===== src/rtl/alu_op_dispatcher.sv =====
// Command front-end for the four registered ALU sub-units: latches one operation,
// pulses the selected unit enable for one cycle and captures that unit's result.
module alu_op_dispatcher #(
    parameter int unsigned WIDTH   = 16,
    parameter int unsigned TIMEOUT = 4
) (
    input  logic             CLK,
    input  logic             RST,
    input  logic             CMD_VALID,
    output logic             CMD_READY,
    input  logic [WIDTH-1:0] CMD_A,
    input  logic [WIDTH-1:0] CMD_B,
    input  logic [3:0]       CMD_FUN,
    output logic [WIDTH-1:0] UNIT_A,
    output logic [WIDTH-1:0] UNIT_B,
    output logic [1:0]       UNIT_FUN,
    output logic             ARITH_EN,
    output logic             LOGIC_EN,
    output logic             CMP_EN,
    output logic             SHIFT_EN,
    input  logic [WIDTH-1:0] ARITH_OUT,
    input  logic [WIDTH-1:0] LOGIC_OUT,
    input  logic [WIDTH-1:0] CMP_OUT,
    input  logic [WIDTH-1:0] SHIFT_OUT,
    input  logic             ARITH_FLAG,
    input  logic             LOGIC_FLAG,
    input  logic             CMP_FLAG,
    input  logic             SHIFT_FLAG,
    output logic [WIDTH-1:0] RES_OUT,
    output logic [1:0]       RES_UNIT,
    output logic             RES_ERR,
    output logic             RES_VALID,
    input  logic             RES_READY
);

    localparam int unsigned CNT_W = (TIMEOUT > 1) ? $clog2(TIMEOUT) : 1;
    localparam logic [CNT_W-1:0] CNT_LAST = CNT_W'(TIMEOUT - 1);

    typedef enum logic [1:0] {
        S_IDLE,
        S_ISSUE,
        S_WAIT,
        S_HOLD
    } state_e;

    state_e           state_q, state_d;
    logic [WIDTH-1:0] a_q, a_d;
    logic [WIDTH-1:0] b_q, b_d;
    logic [3:0]       fun_q, fun_d;
    logic [WIDTH-1:0] res_q, res_d;
    logic [1:0]       res_unit_q, res_unit_d;
    logic             res_err_q, res_err_d;
    logic             res_valid_q, res_valid_d;
    logic [3:0]       en_q, en_d;
    logic [CNT_W-1:0] cnt_q, cnt_d;
    logic             rdy_q, rdy_d;

    logic             sel_flag_c;
    logic [WIDTH-1:0] sel_out_c;

    // Result/flag of the unit chosen by the latched function code
    always_comb begin
        sel_flag_c = 1'b0;
        sel_out_c  = '0;
        case (fun_q[3:2])
            2'd0: begin sel_flag_c = ARITH_FLAG; sel_out_c = ARITH_OUT; end
            2'd1: begin sel_flag_c = LOGIC_FLAG; sel_out_c = LOGIC_OUT; end
            2'd2: begin sel_flag_c = CMP_FLAG;   sel_out_c = CMP_OUT;   end
            default: begin sel_flag_c = SHIFT_FLAG; sel_out_c = SHIFT_OUT; end
        endcase
    end

    always_comb begin
        state_d     = state_q;
        a_d         = a_q;
        b_d         = b_q;
        fun_d       = fun_q;
        res_d       = res_q;
        res_unit_d  = res_unit_q;
        res_err_d   = res_err_q;
        res_valid_d = res_valid_q;
        en_d        = 4'b0000;
        cnt_d       = cnt_q;
        rdy_d       = rdy_q;

        case (state_q)
            S_IDLE: begin
                if (CMD_VALID) begin
                    a_d     = CMD_A;
                    b_d     = CMD_B;
                    fun_d   = CMD_FUN;
                    en_d    = 4'(4'b0001 << CMD_FUN[3:2]);
                    rdy_d   = 1'b0;
                    state_d = S_ISSUE;
                end
            end
            S_ISSUE: begin
                cnt_d   = '0;
                state_d = S_WAIT;
            end
            S_WAIT: begin
                // Error result once the last allowed WAIT cycle passes without the flag
                if (sel_flag_c) begin
                    res_d       = sel_out_c;
                    res_unit_d  = fun_q[3:2];
                    res_err_d   = 1'b0;
                    res_valid_d = 1'b1;
                    state_d     = S_HOLD;
                end else if (cnt_q == CNT_LAST) begin
                    res_d       = '0;
                    res_unit_d  = fun_q[3:2];
                    res_err_d   = 1'b1;
                    res_valid_d = 1'b1;
                    state_d     = S_HOLD;
                end else begin
                    cnt_d = cnt_q + CNT_W'(1);
                end
            end
            default: begin
                if (RES_READY) begin
                    res_valid_d = 1'b0;
                    rdy_d       = 1'b1;
                    state_d     = S_IDLE;
                end
            end
        endcase
    end

    always_ff @(posedge CLK or negedge RST) begin
        if (!RST) begin
            state_q     <= S_IDLE;
            a_q         <= '0;
            b_q         <= '0;
            fun_q       <= '0;
            res_q       <= '0;
            res_unit_q  <= '0;
            res_err_q   <= 1'b0;
            res_valid_q <= 1'b0;
            en_q        <= '0;
            cnt_q       <= '0;
            rdy_q       <= 1'b1;
        end else begin
            state_q     <= state_d;
            a_q         <= a_d;
            b_q         <= b_d;
            fun_q       <= fun_d;
            res_q       <= res_d;
            res_unit_q  <= res_unit_d;
            res_err_q   <= res_err_d;
            res_valid_q <= res_valid_d;
            en_q        <= en_d;
            cnt_q       <= cnt_d;
            rdy_q       <= rdy_d;
        end
    end

    assign CMD_READY = rdy_q;
    assign UNIT_A    = a_q;
    assign UNIT_B    = b_q;
    assign UNIT_FUN  = fun_q[1:0];
    assign ARITH_EN  = en_q[0];
    assign LOGIC_EN  = en_q[1];
    assign CMP_EN    = en_q[2];
    assign SHIFT_EN  = en_q[3];
    assign RES_OUT   = res_q;
    assign RES_UNIT  = res_unit_q;
    assign RES_ERR   = res_err_q;
    assign RES_VALID = res_valid_q;

endmodule


===== config.mk =====
export PLATFORM = sky130hd
export DESIGN_NAME = alu_op_dispatcher
export DESIGN_NICKNAME = d
export VERILOG_FILES = /design/src/rtl/alu_op_dispatcher.sv
export SDC_FILE = /design/constraint.sdc
export NUM_CORES = 1
export LEC_CHECK = 0
export CAP_MARGIN = 20
export CORE_ASPECT_RATIO = 0.5
export CORE_MARGIN = 1
export CORE_UTILIZATION = 36
export DETAILED_ROUTE_END_ITERATION = 10
export PLACE_DENSITY = 0.77
export SLEW_MARGIN = 20
export SYNTH_ARGS = -nofsm -noshare
export SYNTH_HDL_FRONTEND = slang
export SYNTH_SLANG_ARGS = --single-unit

===== constraint.sdc =====
create_clock -name CLK -period 1.6 [get_ports CLK]
set_input_delay 0.24 -clock CLK [delete_from_list [all_inputs] [get_ports CLK]]
set_output_delay 0.24 -clock CLK [all_outputs]
set_load 0.01 [all_outputs]

==> reports/results.txt <==
PwrDens -> 1850 nW/um^2
Clock sink count -> 65
R2r setup slk -> -5 ps
Top post-synthesis cells by area -> dfrtp_1 51%, mux2_2 13%, mux4_2 6.5%, mux4_1 5.9%, o2bb2ai_2 4.8%
Crit path launch type -> register
Num CTS Buffers -> 9
Yosys reg bits -> 65
Fillers -> 596
Slew @ Worst Pin -> 497.5 ps
Max cap viols -> 0
First-pass GRT wire length -> 13.28 mm
# diodes -> 0
Antenna Nets Post-Route -> 0
CP required -> 1800 ps
Fin area -> 5379 um^2
Status -> finished with violations
Worst hold path type -> input port to asynchronous set/reset pin
Post-synth top cells -> 64 x dfrtp_1, 37 x mux2_2, 22 x inv_1
DR DRC count -> 0
GPL Wtd Cong -> 0.7495
Total GRT Usage -> 19.55%
Initial antenna violation count -> 0
Largest net degree at the start of global routing -> 31
Final-report hold violation count -> 0
EDFF count, synth -> 0
Vias in the first global route -> 2626
Overflow after GRT -> 0
Maximum vdd drop -> 0.8215 mV
Leak pwr -> 2.285 nW
Root Driver -> clkbuf_16
Final Power -> 0.009951 W
DR pass1 iterations -> 4
Most common cell in the synthesized netlist -> dfrtp_1
Largest area contributor in the netlist -> dfrtp_1
DP Worst Slack -> -145.2 ps
Iter 0 DRT Violations -> 67
Failing checks -> negative setup slack
WP data arrival -> 1810 ps
Rel. slew slack -> 66.83%
F_max -> 0.6229 GHz
CTS tree -> yes
Wire per inst -> 17.00 um
Asr flop ratio synth -> 100.0%
Hold Slack -> 425.1 ps
Via/cell ratio -> 4.711
Final worst clock skew -> 6.333 ps
Placed Area -> 5001 um^2
Core area -> 8202 um^2
Die ar. -> 9081 um^2
Initial Utilization -> 38.11%
HPWL Detailed -> 6.828 mm
Syn_nets -> 328
Layout cells sized above 1 -> 26.54%
Netlist Area Pre-Place -> 3125 um^2
Vias post-DR -> 2445
Final setup vio count -> 1
Top-area cell type share of the netlist area -> 51.24%
Worst skew pair latency -> 330 ps
Clk slew on worst S/H paths -> 60 ps
I/O pins -> 167
Std cell rows -> 23
Yosys warnings -> 0
Library cells used by synthesis -> 33
Kind of critical path -> register to register
Synthesis-to-layout area growth -> 72.10%
CP endpoint kind -> register
Synth Instances -> 216
Total Wirelength -> 8.823 mm
Register area share after synthesis -> 52.08%
Worst setup margin -> -5.397 ps
Maximum net fanout on the critical path -> 6
Slew Limit Fails -> 0
Period Utilization, post-route -> 100.3%
Die height -> 67.89 um
Die width -> 133.8 um
Final nets -> 514
PortBufs -> 166
H-tree level count -> 3
Top FF cell, synth -> dfrtp_1
Final worst path period need -> 1605 ps
Syn Area/Cell -> 14.47 um^2
Deepest clock path buffer count -> 2
## area by class of cell
cell class / count / area, um^2 / share of cell area [%]
tap: 112 / 140.1 / 2.605
timing repair buffer: 189 / 1876 / 34.87
inverter: 22 / 82.58 / 1.535
clock inverter: 5 / 78.83 / 1.465
clock buffer: 11 / 242.7 / 4.513
multi-input combinational: 115 / 1331 / 24.75
sequential: 65 / 1628 / 30.26
## critical path, cell delays in order, from the launching register on
cell     delay [ps]
dfrtp_1         380
inv_2            70
ha_2            200
buf_4           170
nor4_2          270
a21oi_1          80
o21a_1          140
o32a_1          180
## state kept, by name, summed over array words and instances (netlist names)
signal     count
cnt_q          2
state_q        2
RES_VALID      1
UNIT_B        16
RES_ERR        1
RES_UNIT       2
UNIT_A        16
CMD_READY      1
fun_q          4
RES_OUT       16
en_q           4
## path summary, 6_finish.rpt
check | startpoint | endpoint | cells after the start
min reg2reg | RES_OUT[4] | RES_OUT[4] | 1
min | RST | UNIT_A[4] | 2
max in group asynchronous | RST | UNIT_B[10] | 3
max | state_q[0] | state_q[0] | 7
min in group CLK | RES_OUT[4] | RES_OUT[4] | 1
max reg2reg | state_q[0] | state_q[0] | 7
## kinds of logic (layout without fill, tap and decap cells)
kind of cell / Yosys count / after routing / share of synthesized area (%)
adders and majority gates: 4 / 4 / 1.601
AOI/OAI and AO/OA: 29 / 29 / 9.328
muxes: 56 / 56 / 26.82
DFF: 65 / 65 / 52.08
and+or+nand+nor: 25 / 25 / 3.844
buffers and inverters: 36 / 227 / 6.044
xor gates and xnor gates: 1 / 1 / 0.2803
## stage by stage
stage                     std cells  setup TNS (ps)  utilization, %
after floorplan                 216          -162.5               -
after global placement          499           -1788           60.98
after detailed placement        499           -2556           60.98
after CTS                       517               0           65.32
after global routing            519          -50.56           65.58
final                           519          -5.397           65.58
## placed cells by master (no fill, tap or decap), types with 4 or more instances in the layout
cell type	instances
mux4_1	7
clkdlybuf4s50_1	164
inv_1	19
a21oi_1	4
clkbuf_16	9
mux2_2	37
nor2_1	8
o2bb2ai_2	10
mux4_2	9
nand2_1	8
buf_4	17
o2bb2ai_1	6
dfrtp_1	64
## repair_timing
action,CTS,global route
setup buffers,1,2
gates resized for setup,8,4
hold endpoints to repair,18,0
pin swaps,4,0
hold buffers,1,0
endpoints found under the setup margin,43,14
## per-layer routing
metal | up-vias | global-route usage (%) | wire length (um)
met3 | 10 | 4.889 | 373
met1 | 1224 | 22.20 | 3498
met2 | 63 | 37.31 | 4848
met4 | 0 | 5.824 | 102
li1 | 1148 | - | -
met5 | - | 0 | 0
## power breakdown
part | leakage, nW | internal (W) | switching (W)
Combinational | 1.33 | 0.00299 | 0.00196
Sequential | 0.796 | 0.00243 | 0.000484
Clock | 0.159 | 0.00140 | 0.000682
Total | 2.28 | 0.00682 | 0.00313
No activity file was read; power rests on OpenSTA's default activity.
